<file path="src/rtl/prod_acc_pkg.sv">
// ============================================================================
// Module      : prod_acc_pkg
// Description : Shared types and default widths for the product accumulator.
// Revision    : 1.0 - initial release
// ============================================================================
`default_nettype none

package prod_acc_pkg;

    localparam int PROD_W = 16;
    localparam int CNT_W  = 8;
    localparam int ACC_W  = 24;

    typedef enum logic [0:0] {
        ACC = 1'b0,
        OUT = 1'b1
    } state_t;

endpackage

`default_nettype wire

</file>
<file path="src/rtl/prod_accumulator.sv">
// ============================================================================
// Module      : prod_accumulator
// Description : Sums a multiplier product stream per group and presents the
//               group sum, term count and overflow flag on a valid/ready port.
//               Optional MAX_TRACK_EN adds out_max, the largest product seen.
// Revision    : 1.0 - initial release
// ============================================================================
`default_nettype none

module prod_accumulator
    import prod_acc_pkg::*;
#(
    parameter int PROD_W = prod_acc_pkg::PROD_W,
    parameter int CNT_W  = prod_acc_pkg::CNT_W,
    parameter int ACC_W  = prod_acc_pkg::ACC_W
) (
    input  logic              clk,
    input  logic              rst,
    input  logic              in_valid,
    output logic              in_ready,
    input  logic [PROD_W-1:0] in_prod,
    input  logic              in_last,
    output logic              out_valid,
    input  logic              out_ready,
    output logic [ACC_W-1:0]  out_sum,
    output logic [CNT_W-1:0]  out_count,
    output logic              out_ovf
`ifdef MAX_TRACK_EN
    ,
    output logic [PROD_W-1:0] out_max
`endif
);

    state_t             r_state;
    state_t             w_state_next;

    logic [ACC_W-1:0]   r_acc;
    logic [CNT_W-1:0]   r_cnt;
    logic               r_ovf;
    logic [ACC_W-1:0]   r_sum;
    logic [CNT_W-1:0]   r_count;
    logic               r_ovf_out;

    logic               w_accept;
    logic               w_cnt_max;
    logic [CNT_W-1:0]   w_cnt_sat;
    logic [ACC_W-1:0]   w_acc_sum;
    logic               w_ovf_next;

    assign w_accept   = in_valid && (r_state == ACC);
    assign w_cnt_max  = &r_cnt;
    assign w_cnt_sat  = w_cnt_max ? r_cnt : (r_cnt + CNT_W'(1));
    assign w_acc_sum  = r_acc + ACC_W'(in_prod);
    // A term arriving while the counter is pinned is one the count cannot represent.
    assign w_ovf_next = r_ovf | w_cnt_max;

    always_ff @(posedge clk) begin
        if (rst) begin
            r_state <= ACC;
        end else begin
            r_state <= w_state_next;
        end
    end

    always_comb begin
        w_state_next = r_state;
        case (r_state)
            ACC:     if (w_accept && in_last) w_state_next = OUT;
            OUT:     if (out_ready)           w_state_next = ACC;
            default:                          w_state_next = ACC;
        endcase
    end

    always_ff @(posedge clk) begin
        if (rst) begin
            r_acc     <= '0;
            r_cnt     <= '0;
            r_ovf     <= 1'b0;
            r_sum     <= '0;
            r_count   <= '0;
            r_ovf_out <= 1'b0;
        end else if (w_accept) begin
            if (in_last) begin
                r_sum     <= w_acc_sum;
                r_count   <= w_cnt_sat;
                r_ovf_out <= w_ovf_next;
                r_acc     <= '0;
                r_cnt     <= '0;
                r_ovf     <= 1'b0;
            end else begin
                r_acc     <= w_acc_sum;
                r_cnt     <= w_cnt_sat;
                r_ovf     <= w_ovf_next;
            end
        end
    end

`ifdef MAX_TRACK_EN
    logic [PROD_W-1:0]  r_max;
    logic [PROD_W-1:0]  r_max_out;
    logic [PROD_W-1:0]  w_max_next;

    assign w_max_next = (in_prod > r_max) ? in_prod : r_max;

    always_ff @(posedge clk) begin
        if (rst) begin
            r_max     <= '0;
            r_max_out <= '0;
        end else if (w_accept) begin
            if (in_last) begin
                r_max_out <= w_max_next;
                r_max     <= '0;
            end else begin
                r_max     <= w_max_next;
            end
        end
    end

    assign out_max = r_max_out;
`endif

    // Handshake flags come straight from the state register, so out_ready never reaches in_ready.
    assign in_ready  = (r_state == ACC);
    assign out_valid = (r_state == OUT);
    assign out_sum   = r_sum;
    assign out_count = r_count;
    assign out_ovf   = r_ovf_out;

endmodule

`default_nettype wire

</file>
<file path="config.mk">
export PLATFORM = sky130hd
export DESIGN_NAME = prod_accumulator
export DESIGN_NICKNAME = d
export VERILOG_FILES = /design/src/rtl/prod_acc_pkg.sv /design/src/rtl/prod_accumulator.sv
export SDC_FILE = /design/constraint.sdc
export NUM_CORES = 1
export LEC_CHECK = 0
export ABC_AREA = 1
export CAP_MARGIN = 5
export CORE_UTILIZATION = 28
export DETAILED_ROUTE_END_ITERATION = 6
export SYNTH_ARGS = -nofsm -noshare
export SYNTH_HDL_FRONTEND = slang
export SYNTH_SLANG_ARGS = --single-unit
</file>
<file path="constraint.sdc">
create_clock -name clk -period 5.4 [get_ports clk]
set_clock_uncertainty 0.2 [all_clocks]
set_input_delay 1.08 -clock clk [delete_from_list [all_inputs] [get_ports clk]]
set_output_delay 1.08 -clock clk [all_outputs]
set_load 0.02 [all_outputs]
</file>
==> summary.md <==
| Metric | Value |
|---|---|
| Outcome | `complete, no violations` |
| CP max FO | `32` |
| Clock Path Buffers | `2` |
| Maximum VDD drop | `between 100 and 150 uV` |
| Headroom to the max-slew limit | `57.0%` |
| FF-to-FF setup slack | `3050 ps` |
| FF+latch area | `1340 sq um` |
| HP Class | `register to register` |
| Core ar. | `13,400 sq um` |
| WL/cell | `approximately 12 um` |
| Finished Core Util | `between 30 and 40%` |
| Clock transition at path regs | `50 ps` |
| Total CTS buffers | `9` |
| FMAX | `316 MHz` |
| Initial antenna violation count | `0` |
| Synth cell types | `34` |
| Ys async rst share | `0%` |
| Starting density of the core | `between 20% and 30%` |
| Final ANT Viol Nets | `0` |
| Syn Nets | `627` |
| Number of cell rows | `42` |
| Arrival @ worst endpoint | `3230 ps` |
| Final Non-Filler Cells | `823` |
| Final Max Tran Viols | `0` |
| Final GP Congestion | `0.890` |
| DP HPWL | `between 7 and 8 mm` |
| Total Routing Usage GR | `15.4%` |
| Post-DR vias/cell | `4.51` |
| R2r endpoint | `out_sum[1]` |
| Vias in the first global route | `3,626` |
| DIE AREA | `14,400 sq um` |
| Layout cells sized above 1 | `under 10%` |
| Switching Fraction | `27.8%` |
| Clk_lat worst skew | `340 ps` |
| I/O Buffers | `55` |
| Net switching power figure | `0.000351 W` |
| Largest area contributor in the netlist | `dfxtp_1` |
| Via count | `between 3k and 4k` |
| First drt pass iteration count | `4` |
| # DRC | `0` |
| Cell count after synthesis | `588` |
| Ys flop type | `dfxtp_1` |
| Overall power | `0.00126 W` |
| Synthesized area | `3900 sq um` |
| Syn. warnings | `0` |
| # IOs | `56` |
| RSZ-0062 raised after global routing | `no` |
| Ranking of synthesized cells by area | `dfxtp_1 (34%), nand2_1 (20%), inv_1 (6.9%)` |
| Flops & latches, synth | `67` |
| Most frequent cells in the layout | `nand2_1 (210), inv_1 (72), dfxtp_1 (67)` |
| Fin nets | `681` |
| Area of the multi-input gates | `2200 sq um` |
| Die X-Extent | `120 um` |
| Crit share post-route | `58.5%` |
| Dpl ws | `1910 ps` |
| Worst setup margin | `2240 ps` |
| Worst Tran Pin Value | `644 ps` |
| Root Buffer | `clkbuf_16` |
| Most common cell after layout, fill and taps aside | `nand2_1` |
| Global-route wire length before repair | `roughly 17 mm` |
| Chip height | `120 um` |
| Startpoint types | `primary input` |
| P_leak | `2.22 nW` |
| 1st-iter DRT viols | `145` |
| WP data required | `5470 ps` |
| Dpl cells | `807` |
| Overflow after GRT | `0` |
| Postcts setup bufs | `0` |
| Hold EP | `out_sum[13]` |
| H-tree depth | `3` |
| Min-Delay Startpoint | `out_sum[13]` |
| Hold Crit Depth | `2` |
| Pin count of the biggest net entering global routing | `36` |
| # clock sinks | `67` |
| Area Growth Syn to Fin | `25.7%` |
| Worst r2r src | `out_valid` |
| Final hold vios | `0` |
| Post-synthesis average cell area | `about 6.6 sq um` |
| TNS Setup | `0 ps` |
| Hold bufs inserted after CTS | `0` |
| Cell Int Power | `0.000910 W` |
| Clk pwr share | `a little over two fifths` |
| CP Class | `primary input to register` |
| Share of the synthesized area in the top cell type | `approximately a third` |
| Crit. End Element | `register` |
| WL final | `10.3 mm` |
| CTS tree | `built` |
| # diodes | `0` |
| Seq/Total Area, Yosys | `between 30 and 40%` |
| Total power per unit cell area | `257 nW/um^2` |
| R2R cell count | `9` |
| Resized cells post-CTS | `0` |
| Endpoints failing setup | `0` |
| Fillers | `1,471` |
| Logic pwr share | `~16%` |
| EDFF count, synth | `0` |
| Max-cap violations | `0` |
| Share of power burned in registers | `41.3%` |
| Min Tclk post-route | `3160 ps` |
routing by layer:
layer  global-route usage (%)  up-vias  wire length (um)
met2                     24.4       67              4580
met1                     19.5     1654              5060
met5                        0        -                 0
met4                     7.11        0               215
li1                         -     1978                 -
met3                     3.94       16               428
synthesized netlist by cell type (all sizes together) (6+ instances only):
| master | count |
|---|---|
| clkbuf | 7 |
| nor3 | 6 |
| a22o | 14 |
| o21ai | 12 |
| inv | 76 |
| buf | 9 |
| nor2 | 41 |
| ha | 17 |
| xor2 | 9 |
| a21oi | 38 |
| nand3 | 54 |
| nand2 | 217 |
| dfxtp | 67 |
power by group through the flow:
| stage | Sequential [W] | Clock [W] | Combinational, W |
|---|---|---|---|
| 5_1_grt | 0.000523 | 0.000581 | 0.000223 |
| 4_1_cts | 0.000521 | 0.000562 | 0.000202 |
| 6_report | 0.000521 | 0.000541 | 0.000199 |
| 3_5_place_dp | 0.000532 | 0 | 0.000201 |
| 3_3_place_gp | 0.000532 | 0 | 0.000200 |
| 2_1_floorplan | 0.000542 | 0 | 0.000122 |
final cells by class:
type | count | share of cell area [%]
multi-input cells | 429 | 44.8
flip-flops and latches | 67 | 27.4
repair buffers | 59 | 11.8
inverters | 76 | 5.82
clock buffers | 10 | 4.87
well taps | 176 | 4.49
clock inverters | 6 | 0.842
worst max-delay path, stage by stage:
cell and delay (ps):
clkdlybuf4s50_1 450, nand2_1 50, buf_4 250, inv_2 140, nand2_1 80, nor2_2 500, buf_4 360, inv_1 140
o21ai_0 170
per-stage QoR:
step	cell area (sq um)	hold slack, ps
floorplan	3900	245
global placement	4620	242
global route	4900	268
finish	4900	250
CTS	4900	252
detailed placement	4620	242
state kept, by name, summed over array words and instances, names as in the netlist:
register / flops
out_sum: 24
out_valid: 1
r_ovf: 1
out_count: 8
r_cnt: 8
out_ovf: 1
r_acc: 24
how the worst max path moves through the flow:
stage,from,to,cells after the start,slack (ps)
after global routing,in_valid,out_count[1],9,2070
after detailed placement,in_valid,out_count[1],9,1910
after floorplan,in_prod[0],r_acc[20],11,2680
final,in_valid,out_sum[1],9,2240
after CTS,in_valid,out_sum[1],9,2260
after global placement,in_valid,out_sum[1],9,1940
cell families after synthesis:
family,Yosys count,share of synthesized area [%]
flops,67,34.4
compound gates,69,10.7
fa+ha+maj,18,5.97
buf+inv,92,9.43
xor+xnor,11,2.47
simple gates,331,37.1
(Power assumes the default switching activity.)
